### config.mk
export PLATFORM = sky130hd
export DESIGN_NAME = remote_update_responder
export DESIGN_NICKNAME = d
export VERILOG_FILES = /design/src/rtl/remote_update_responder.sv
export SDC_FILE = /design/constraint.sdc
export NUM_CORES = 1
export LEC_CHECK = 0
export BUFFER_PORTS_ARGS = -buffer_cell sky130_fd_sc_hd__buf_2
export CELL_PAD_IN_SITES_DETAIL_PLACEMENT = 1
export CELL_PAD_IN_SITES_GLOBAL_PLACEMENT = 2
export CORE_MARGIN = 5
export CORE_UTILIZATION = 36
export DETAILED_ROUTE_END_ITERATION = 10
export PLACE_DENSITY = 0.81
export SETUP_SLACK_MARGIN = 0.5
export SLEW_MARGIN = 20
export SYNTH_ARGS = -nofsm -noshare
export SYNTH_HDL_FRONTEND = slang
export SYNTH_SLANG_ARGS = --single-unit
### constraint.sdc
create_clock -name clk -period 2.36 [get_ports clk]
set_input_delay 0.472 -clock clk [delete_from_list [all_inputs] [get_ports clk]]
set_output_delay 0.472 -clock clk [all_outputs]
set_load 0.05 [all_outputs]
### src/rtl/remote_update_responder.sv
// Remote-update responder: answers the write/read/reconfig handshake of an
// external initiator, holds the remote-update parameter registers, paces every
// access with a counted busy window and issues a sticky reconfiguration
// request a fixed delay after an accepted reconfig.
//
// Ports:
//   clk, rst_n       clock (rising edge), asynchronous active-low reset
//   write, read      parameter write / read requests (sampled only in IDLE)
//   reconfig         reconfiguration request (sampled only in IDLE)
//   param            parameter select
//   data_in          write data (LSB-aligned)
//   busy             access or startup window in progress
//   data_out         read data, valid while data_valid is high
//   data_valid       one-cycle read-complete strobe
//   page_addr        stored page address
//   wd_timeout       stored watchdog timeout
//   wd_en            stored watchdog enable
//   cfg_mode         stored config mode
//   reconfig_req     reconfiguration trigger, sticky until reset
module remote_update_responder #(
    parameter int unsigned BUSY_CYCLES    = 4,
    parameter int unsigned RECONFIG_DELAY = 8,
    parameter int unsigned ADDR_WIDTH     = 22
) (
    input  logic                  clk,
    input  logic                  rst_n,
    input  logic                  write,
    input  logic                  read,
    input  logic                  reconfig,
    input  logic [2:0]            param,
    input  logic [ADDR_WIDTH-1:0] data_in,
    output logic                  busy,
    output logic [ADDR_WIDTH-1:0] data_out,
    output logic                  data_valid,
    output logic [ADDR_WIDTH-1:0] page_addr,
    output logic [11:0]           wd_timeout,
    output logic                  wd_en,
    output logic                  cfg_mode,
    output logic                  reconfig_req
);

    localparam int unsigned MAX_CYCLES = (BUSY_CYCLES > RECONFIG_DELAY) ? BUSY_CYCLES : RECONFIG_DELAY;
    localparam int unsigned CNT_W      = $clog2(MAX_CYCLES) + 1;

    localparam logic [CNT_W-1:0] BUSY_LAST     = CNT_W'(BUSY_CYCLES - 1);
    localparam logic [CNT_W-1:0] RECONFIG_LAST = CNT_W'(RECONFIG_DELAY - 1);
    localparam logic [CNT_W-1:0] CNT_ONE       = CNT_W'(1);

    localparam logic [2:0] P_CFG_MODE   = 3'b000;
    localparam logic [2:0] P_WD_TIMEOUT = 3'b010;
    localparam logic [2:0] P_WD_EN      = 3'b011;
    localparam logic [2:0] P_PAGE_ADDR  = 3'b100;

    typedef enum logic [2:0] {
        ST_STARTUP,
        ST_IDLE,
        ST_WRITE_BUSY,
        ST_READ_BUSY,
        ST_RECONFIG_WAIT,
        ST_DONE
    } state_t;

    state_t                state;
    logic [CNT_W-1:0]      cnt;
    logic [2:0]            cap_param;
    logic [ADDR_WIDTH-1:0] cap_data;
    logic [ADDR_WIDTH-1:0] read_value_c;

    // Read mux over the captured select; unmapped codes read as zero.
    always_comb begin
        read_value_c = '0;
        case (cap_param)
            P_CFG_MODE:   read_value_c = ADDR_WIDTH'(cfg_mode);
            P_WD_TIMEOUT: read_value_c = ADDR_WIDTH'(wd_timeout);
            P_WD_EN:      read_value_c = ADDR_WIDTH'(wd_en);
            P_PAGE_ADDR:  read_value_c = page_addr;
            default:      read_value_c = '0;
        endcase
    end

    // Handshake FSM with registered outputs; counter clears on every state entry.
    always_ff @(posedge clk or negedge rst_n) begin
        if (!rst_n) begin
            state        <= ST_STARTUP;
            cnt          <= '0;
            cap_param    <= '0;
            cap_data     <= '0;
            busy         <= 1'b1;
            data_out     <= '0;
            data_valid   <= 1'b0;
            page_addr    <= '0;
            wd_timeout   <= '0;
            wd_en        <= 1'b0;
            cfg_mode     <= 1'b0;
            reconfig_req <= 1'b0;
        end else begin
            data_valid <= 1'b0;
            case (state)
                ST_STARTUP: begin
                    if (cnt == BUSY_LAST) begin
                        state <= ST_IDLE;
                        cnt   <= '0;
                        busy  <= 1'b0;
                    end else begin
                        cnt <= cnt + CNT_ONE;
                    end
                end
                ST_IDLE: begin
                    cnt <= '0;
                    if (reconfig) begin
                        state <= ST_RECONFIG_WAIT;
                        busy  <= 1'b1;
                    end else if (write) begin
                        state     <= ST_WRITE_BUSY;
                        busy      <= 1'b1;
                        cap_param <= param;
                        cap_data  <= data_in;
                    end else if (read) begin
                        state     <= ST_READ_BUSY;
                        busy      <= 1'b1;
                        cap_param <= param;
                    end
                end
                ST_WRITE_BUSY: begin
                    if (cnt == BUSY_LAST) begin
                        state <= ST_IDLE;
                        cnt   <= '0;
                        busy  <= 1'b0;
                        case (cap_param)
                            P_CFG_MODE:   cfg_mode   <= cap_data[0];
                            P_WD_TIMEOUT: wd_timeout <= 12'(cap_data);
                            P_WD_EN:      wd_en      <= cap_data[0];
                            P_PAGE_ADDR:  page_addr  <= cap_data;
                            default:      ;
                        endcase
                    end else begin
                        cnt <= cnt + CNT_ONE;
                    end
                end
                ST_READ_BUSY: begin
                    if (cnt == BUSY_LAST) begin
                        state      <= ST_IDLE;
                        cnt        <= '0;
                        busy       <= 1'b0;
                        data_out   <= read_value_c;
                        data_valid <= 1'b1;
                    end else begin
                        cnt <= cnt + CNT_ONE;
                    end
                end
                ST_RECONFIG_WAIT: begin
                    if (cnt == RECONFIG_LAST) begin
                        state        <= ST_DONE;
                        cnt          <= '0;
                        reconfig_req <= 1'b1;
                    end else begin
                        cnt <= cnt + CNT_ONE;
                    end
                end
                ST_DONE: begin
                    // Terminal until reset; all inputs ignored.
                    busy         <= 1'b1;
                    reconfig_req <= 1'b1;
                end
                default: begin
                    state <= ST_STARTUP;
                    cnt   <= '0;
                    busy  <= 1'b1;
                end
            endcase
        end
    end

endmodule

# After elaboration in Yosys (flattened, before gate mapping)
# Index checks and enable logic that the tools add are counted.
# word_totals
out_inout_bits	61
wordCells	65
register_bits	93
# classes
reduce_logical	15
n_eq_ne	13
n_addsub	1
n_bitwise	3
n_mux	21
# op_table
cell	n
22-bit one-hot mux with 4 select lines	1
3-bit 2-to-1 mux	7
3-bit AND reduction	7
3-bit by 2-bit == test with 1-bit output (second input constant)	4
3-bit one-hot mux with 4 select lines	1
4-bit one-hot mux with 3 select lines	1
3-bit == test (second input constant)	3
4-bit 2-to-1 mux	2
1-bit 2-to-1 mux	7
3-bit logical NOT	2
4-bit by 1-bit adder with 4-bit output (second input constant)	1
4-bit by 2-bit == test with 1-bit output (second input constant)	1
4-bit by 3-bit == test with 1-bit output (second input constant)	1
4-bit != test (second input constant)	1
2-bit AND reduction	2
4-bit AND reduction	1
2-bit nonzero test	2
3-bit by 1-bit == test with 1-bit output (second input constant)	1
1-bit NOT	3
1-bit one-hot mux with 3 select lines	1
3-bit OR reduction	1
2-bit by 1-bit != test with 1-bit output (second input constant)	1
2-bit != test (second input constant)	1
1-bit one-hot mux with 2 select lines	1

# Longest topological paths before layout
# Gate-level depths: netlist of the first run.
# depth
depth_word	4
depth_mapped	5

# Worst setup path before layout of the first run
# Ideal clock, no wire load.
# synth_timing
path_type	register -> register
start	register cnt[0]
end	register wd_timeout[10]
t_required_ps	2235
stages_incl_launch_ff	6
setup_time_ps	125
t_arrival_ps	1645
synth_period_minus_slack_ps	1770
path_buffers	1
path_slack_ps	590
path_cell_list	dfrtp_1 > ha_1 > nor4b_4 > and4_4 > buf_6 > mux2_2
# synth_via
elab_chain_cells	2
# synth_lines
element	line_no	source
from (decl)	64	logic [CNT_W-1:0] cnt;
from (signal assigned)	105	cnt <= cnt + CNT_ONE;
from (signal assigned)	137	cnt <= cnt + CNT_ONE;
from (signal assigned)	148	cnt <= cnt + CNT_ONE;
4-bit by 2-bit == test with 1-bit output	125	if (cnt == BUSY_LAST) begin
3-bit AND reduction (no line)	-	
to (signal assigned)	131	P_WD_TIMEOUT: wd_timeout <= 12'(cap_data);
to (decl)	36	output logic [11:0] wd_timeout,
# Every way passes these cells.
# A chain may end at the register's enable or synchronous reset.

# Worst setup path after layout of the first run
# layout_timing
start	register state[2]
end	register data_out[17]
# layout_via
elab_chain_cells	2
# layout_lines
element	line_no	source
from (decl)	63	state_t state;
from (signal assigned)	84	state <= ST_STARTUP;
from (signal assigned)	101	state <= ST_IDLE;
from (signal assigned)	111	state <= ST_RECONFIG_WAIT;
3-bit by 2-bit == test with 1-bit output	98	case (state)
2-bit AND reduction (no line)	-	
to (signal assigned)	145	data_out <= read_value_c;
to (decl)	33	output logic [ADDR_WIDTH-1:0] data_out,
# Every way passes these cells.

==> flow_metrics.env, run 1 <==
export IMPL_hold_class="primary input to register"
export IMPL_grt_pass1_vias=3047
export IMPL_clk_pin_slew_worst_paths_ns=0.09
export IMPL_reg2reg_from="state[2]"
export IMPL_insertedDiodeCount=0
export IMPL_globalRouteOverflowTotal=0
export IMPL_p_per_area_nw_per_um2=920
export IMPL_syn_area_per_cell_um2=13.0
export IMPL_ys_types=42
export IMPL_core_rowCount=38
export IMPL_synthCells=304
export IMPL_ir_worst_vdd_mv=0.390
export IMPL_syn2layout_area_growth_pct=22.2
export IMPL_arrival_ns=2.00
export IMPL_drt_pass1_iterations=4
export IMPL_antenna_found_initial=0
export IMPL_fp_dieArea_um2=13200
export IMPL_fin_skew_ns=0.00916
export IMPL_final_setup_tns_ns=0
export IMPL_die_x_um=115
export IMPL_nNetsFinal=430
export IMPL_critical_path_top_delay_family="simple AND/OR/NAND/NOR gates"
export IMPL_cts_tree="yes"
export IMPL_setup_viol=0
export IMPL_timing_final_max_slew_violations=0
export IMPL_routabilityCongestion=0.747
export IMPL_drt_iter0_drc=83
export IMPL_synthTopCellsByArea="dfrtp_1 (58%), mux2_2 (18%), o21ai_0 (3.9%)"
export IMPL_htreeDepth=3
export IMPL_max_cap_violations=0
export IMPL_grt_max_degree=45
export IMPL_initial_utilization=0.367
export IMPL_holdWs_ns=0.335
export IMPL_clock_sinks=93
export IMPL_cp_end_kind="register"
export IMPL_cp_max_fo=23
export IMPL_drc=0
export IMPL_post_dp_cell_area_um2=4560
export IMPL_yosysTopAreaCell="dfrtp_1"
export IMPL_fin_crit_sh=0.746
export IMPL_seq_area_frac_synth=0.588
export IMPL_io_buffers=90
export IMPL_totalWireLength_um=10300
export IMPL_required_ns=2.59
export IMPL_fill_cells=1173
export IMPL_synth_top_area_frac=0.581
export IMPL_rsz0062_at_grt="no"
export IMPL_p_leak_nw=2.42
export IMPL_relSlewSlack=0.720
export IMPL_ys_ff_latch=93
export IMPL_fin_util=0.448
export IMPL_syn_cell_area_um2=3960
export IMPL_clk_latency_ns=0.36
export IMPL_holdCritStartpoint="data_in[19]"
export IMPL_drive_gt1_frac=0.478
export IMPL_cts_root_buf="clkbuf_8"
export IMPL_core_area_um2=10800
export IMPL_synthesis_nets=335
export IMPL_io_pins=91
export IMPL_design_area_um2=4840
export IMPL_track_usage=0.165
export IMPL_min_period_ns=1.76
export IMPL_worstPathCellList="buf_4 -> or4b_4 -> o21ai_0 -> o21ai_0"
export IMPL_min_to="cap_data[19]"
export IMPL_max_freq_mhz=568
export IMPL_worstHoldPathCells=2
export IMPL_critPathLaunchType="register"
export IMPL_vias=2834
export IMPL_cts_buffers=9
export IMPL_ant_nets=0
export IMPL_path_class="register to register"
export IMPL_critPathSlowestCell="or4b_4"
export IMPL_path_common_cell="o21ai_0"
export IMPL_clock_path_buffers=2
export IMPL_r2r_end="data_out[17]"
export IMPL_run_status="finished, final reports clean"
export IMPL_synth_warnings=0
export IMPL_critPathMaxStageDelay_ns=0.68
export IMPL_tightest_slew_ns=0.419
export IMPL_dp_hpwl_um=7020
export IMPL_wl_per_cell_um=19.0
export IMPL_rrSetupSlack_ns=0.60
export IMPL_die_height_um=115
export IMPL_via_per_inst=5.21
export IMPL_crit_buf_inv=1
export IMPL_r2r_cells=4
export IMPL_grt_pass1_wl_um=16700
export IMPL_finalPower_mw=4.45
export IMPL_finalHoldViolCount=0
## worst register-to-register path, cell delays in order, from the launching register on
cell and delay (ns):
dfrtp_1 0.42, buf_4 0.20, or4b_4 0.68, o21ai_0 0.21, o21ai_0 0.13
## worst max-delay path by stage
stage                  start             end  slack (ns)  depth (start not counted)
floorplan             cnt[0]  wd_timeout[10]        0.59                          5
global placement      cnt[0]  wd_timeout[11]        0.50                          4
detailed placement    cnt[0]  wd_timeout[11]        0.42                          4
CTS                   cnt[0]  wd_timeout[11]        0.50                          5
global route        state[0]     cap_data[9]        0.50                          4
finish              state[2]    data_out[17]        0.60                          4
## state kept, by name, indices dropped and copies added, names as in the netlist, 3 cells and up
| register | count |
|---|---|
| state | 3 |
| cnt | 4 |
| data_out | 22 |
| cap_data | 22 |
| page_addr | 22 |
| cap_param | 3 |
| wd_timeout | 12 |
## final cells by class
| cell class | count | area (um^2) | area share |
|---|---|---|---|
| repair buffers | 104 | 573 | 0.118 |
| inverters | 4 | 15.0 | 0.00310 |
| clock buffers | 12 | 155 | 0.0321 |
| multi-input cells | 187 | 1520 | 0.314 |
| well taps | 140 | 175 | 0.0362 |
| flip-flops and latches | 93 | 2330 | 0.482 |
| clock inverters | 4 | 70.1 | 0.0145 |
## per-stage QoR
stage / std cells / setup WS (ns)
CTS: 544 / 0.502
global placement: 525 / 0.502
detailed placement: 525 / 0.416
finish: 544 / 0.598
global route: 544 / 0.503
floorplan: 304 / 0.590
## cells by family after synthesis
kind of cell	after synthesis	share of synthesized area
adders and majority gates	1	0.00316
muxes	63	0.179
xor gates and xnor gates	1	0.00221
AOI/OAI and AO/OA	73	0.114
buffers and inverters	25	0.0366
DFF	93	0.588
and+or+nand+nor	48	0.0774
## routing by layer
| layer | share of wire | vias up | GRT usage |
|---|---|---|---|
| met5 | 0 | - | 0 |
| met3 | 0.039 | 11 | 0.0337 |
| met2 | 0.50 | 53 | 0.267 |
| li1 | - | 1298 | - |
| met4 | 0.015 | 0 | 0.0587 |
| met1 | 0.44 | 1472 | 0.223 |
## cells in the mapped netlist
| library cell | number |
|---|---|
| a21boi_0 | 1 |
| dfstp_2 | 1 |
| nor3_1 | 2 |
| o21ai_1 | 4 |
| or2b_2 | 1 |
| dfrtp_1 | 92 |
| inv_1 | 4 |
| nand2b_1 | 3 |
| nor2b_1 | 4 |
| a22oi_1 | 11 |
| xor2_1 | 1 |
| mux2_2 | 62 |
| clkbuf_1 | 11 |
| buf_4 | 2 |
| nand2_1 | 14 |
| nor3b_4 | 1 |
| o31ai_1 | 11 |
| mux2i_1 | 1 |
| clkbuf_8 | 1 |
| nand4b_1 | 1 |
| o21ai_0 | 31 |
| and2b_2 | 1 |
| buf_2 | 3 |
| nand3_2 | 1 |
| a211oi_1 | 2 |
| a211o_1 | 1 |
| ha_1 | 1 |
| nand4_1 | 2 |
| o21bai_1 | 3 |
| or4b_4 | 1 |
| buf_6 | 4 |
| and3_1 | 1 |
| and4_4 | 1 |
| a2bb2oi_1 | 1 |
| o21a_1 | 2 |
| nor4_2 | 1 |
| nor4b_4 | 1 |
| a21oi_1 | 4 |
| nand3_1 | 7 |
| o22ai_1 | 2 |
| nor3b_1 | 2 |
| nor2_1 | 4 |
## power breakdown
part	leakage (nW)	internal (mW)	switching (mW)
clock network	0.116	0.652	0.539
logic	1.06	0.475	0.600
registers	1.24	1.89	0.293
## what timing repair did
| item | in CTS | in global routing |
|---|---|---|
| hold buffers | 1 | 0 |
| resized for setup | 1 | 5 |
| setup endpoints to repair | 12 | 55 |
| hold endpoints to repair | 20 | 0 |
| pin swaps | 1 | 1 |
| cloned | 1 | 0 |
| setup buffers | 1 | 0 |
## placed cells by master (no fill, tap or decap), types with 2 or more instances in the layout
cell       count
a21oi_1        4
buf_2         89
o21ai_0       31
a22oi_1       11
o21ai_1        4
buf_4         13
nand3_1        7
nand2_1       14
inv_1          4
nand2b_1       3
a211oi_1       2
nor3_1         2
nor2_1         4
clkinv_2       2
o21a_1         2
o21bai_1       3
dfrtp_1       90
o22ai_1        2
o31ai_1       11
nand4_1        2
nor2b_1        4
bufinv_16      2
dfrtp_2        2
nor3b_1        2
and4_4         2
clkbuf_8      11
mux2_2        62
Power figures use the tool's default switching activity.
==> run 2: changes to the inputs <==
Clock period 2.36 ns to 1.75 ns, I/O delays scaled along.
==> run 2 against run 1 <==
Net effect: critical path depth increased by 1; combinational power is 110% higher; clock-buffer cell count shrank 2; cell area up 28%; total power is 55% higher; sequential power increased by 35%; routed wire length up 25%; flip-flop and latch count did not move; maximum frequency up 4.1%; cell count increased by 15%; sequential share of layout area fell by 11 points; register-to-register slack worse by 0.54 ns; critical endpoint is now wd_timeout[8]; largest power group unchanged.
==> flow_metrics.env, run 2 (same netlist as run 1, synthesis figures left out) <==
export IMPL_run_status="finished, final reports clean"
export IMPL_critPathLaunchType="register"
export IMPL_syn2layout_area_growth_pct=56.4
export IMPL_arrival_ns=1.95
export IMPL_cp_end_kind="register"
export IMPL_routabilityCongestion=0.757
export IMPL_cts_buffers=9
export IMPL_clock_path_buffers=2
export IMPL_vias=3202
export IMPL_dp_hpwl_um=7380
export IMPL_grt_max_degree=56
export IMPL_max_cap_violations=0
export IMPL_fin_crit_sh=0.967
export IMPL_final_common_cell="dfrtp_1"
export IMPL_top_regs="cap_data x22, data_out x22, page_addr x22"
export IMPL_grt_pass1_wl_um=19100
export IMPL_initial_utilization=0.367
export IMPL_clock_sinks=93
export IMPL_clk_latency_ns=0.37
export IMPL_critical_path_top_delay_family="simple AND/OR/NAND/NOR gates"
export IMPL_relSlewSlack=0.775
export IMPL_setup_viol=0
export IMPL_io_buffers=90
export IMPL_r2r_end="wd_timeout[8]"
export IMPL_via_per_inst=5.12
export IMPL_tightest_slew_ns=0.338
export IMPL_worstPathCellList="ha_4 -> nor4b_4 -> and4_4 -> buf_12 -> mux2_4"
export IMPL_insertedDiodeCount=0
export IMPL_cts_root_buf="clkbuf_8"
export IMPL_core_area_um2=10800
export IMPL_crit_cells=5
export IMPL_drive_gt1_frac=0.615
export IMPL_final_cells=626
export IMPL_drc=0
export IMPL_grt_pass1_vias=3510
export IMPL_layout_common_cells="dfrtp_1 (89), buf_4 (77), buf_6 (70), mux2_2 (45), o21ai_1 (29)"
export IMPL_cp_max_fo=7
export IMPL_max_freq_mhz=591
export IMPL_timing_final_max_slew_violations=0
export IMPL_crit_start="cnt[0]"
export IMPL_min_period_ns=1.69
export IMPL_dp_cells=536
export IMPL_crit_buf_inv=1
export IMPL_finalHoldViolCount=0
export IMPL_critPathCapture="wd_timeout[8]"
export IMPL_nNetsFinal=512
export IMPL_fin_util=0.574
export IMPL_critPathSlowestCell="dfrtp_1"
export IMPL_reg2reg_from="cnt[0]"
export IMPL_die_x_um=115
export IMPL_clk_pin_slew_worst_paths_ns=0.10
export IMPL_io_pins=91
export IMPL_drt_iter0_drc=105
export IMPL_post_dp_cell_area_um2=4740
export IMPL_fin_skew_ns=0.0148
export IMPL_totalWireLength_um=12900
export IMPL_ant_nets=0
export IMPL_cts_tree="yes"
export IMPL_fp_dieArea_um2=13200
export IMPL_finalPower_mw=6.89
export IMPL_critPathMaxStageDelay_ns=0.42
export IMPL_rsz0062_at_grt="yes"
export IMPL_p_per_area_nw_per_um2=1110
export IMPL_antenna_found_initial=0
export IMPL_path_class="register to register"
export IMPL_globalRouteOverflowTotal=0
export IMPL_ir_worst_vdd_mv=0.665
export IMPL_track_usage=0.191
export IMPL_required_ns=2.01
export IMPL_die_height_um=115
export IMPL_design_area_um2=6190
export IMPL_core_rowCount=38
export IMPL_r2r_cells=5
export IMPL_rrSetupSlack_ns=0.06
export IMPL_wl_per_cell_um=20.6
export IMPL_p_leak_nw=2.99
export IMPL_hold_class="primary input to register"
export IMPL_drt_pass1_iterations=4
export IMPL_htreeDepth=3
==> run 2: cell count changes in the layout (fill, tap and decap cells not counted), sizes merged <==
| cell | before | now |
|---|---|---|
| and4 | 2 | 1 |
| buf | 103 | 185 |
| clkbuf | 12 | 10 |
| clkinv | 2 | 0 |
| clkinvlp | 0 | 2 |
| inv | 4 | 6 |
| or4b | 1 | 2 |
==> run 2: report_power, final <==
| part | total [mW] | switching (mW) | internal, mW |
|---|---|---|---|
| sequential | 2.95 | 0.397 | 2.56 |
| combinational | 2.28 | 1.12 | 1.16 |
| clock | 1.65 | 0.800 | 0.853 |
| total | 6.89 | 2.32 | 4.57 |
==> run 2: repair_timing <==
action / in CTS / in global routing
setup endpoints to repair: 150 / 152
endpoints found under the hold margin: 92 / 0
gates resized for setup: 161 / 23
gates cloned: 2 / 1
buffers inserted: 53 / 17
pin swaps: 6 / 6
hold buffers: 1 / 0
==> run 2: worst min-delay path by stage <==
stage / depth (start not counted) / slack [ns] / endpoint / startpoint
final: 2 / 0.20 / cap_data[13] / data_in[13]
after global routing: 2 / 0.18 / cap_data[21] / data_in[21]
after CTS: 2 / 0.19 / cap_data[13] / data_in[13]
after detailed placement: 2 / 0.35 / page_addr[20] / rst_n
after global placement: 2 / 0.34 / cap_data[20] / rst_n
after floorplan: 0 / 0.05 / cap_data[0] / rst_n
==> run 2: worst reg2reg max path: stages, from the launching register on <==
cell and delay, ns:
dfrtp_1 0.42, ha_4 0.17, nor4b_4 0.21, and4_4 0.32, buf_12 0.15, mux2_4 0.31
==> run 2: per-stage QoR <==
stage	worst slack, ns	TNS (ns)	hold WS (ns)
2_1_floorplan	0.0558	0	0.0544
3_3_place_gp	0.0656	0	0.344
3_5_place_dp	-0.0217	-0.0294	0.348
4_1_cts	0.0937	0	0.187
5_1_grt	-0.000413	-0.000413	0.180
6_report	0.0584	0	0.200
==> run 2: layout make-up <==
cell class	instances	area [um^2]
clock buffer	10	138
clock inverter	6	92.6
fill	1080	4600
inverter	4	15.0
multi-input combinational	187	1740
sequential	93	2330
tap	140	175
timing repair buffer	186	1700
==> run 2: routing by layer <==
metal | global-route usage | vias up | part of all wire
met2 | 0.329 | 78 | 0.52
met4 | 0.0829 | 0 | 0.025
met1 | 0.228 | 1639 | 0.41
met3 | 0.0458 | 24 | 0.045
met5 | 0 | - | 0
li1 | - | 1461 | -
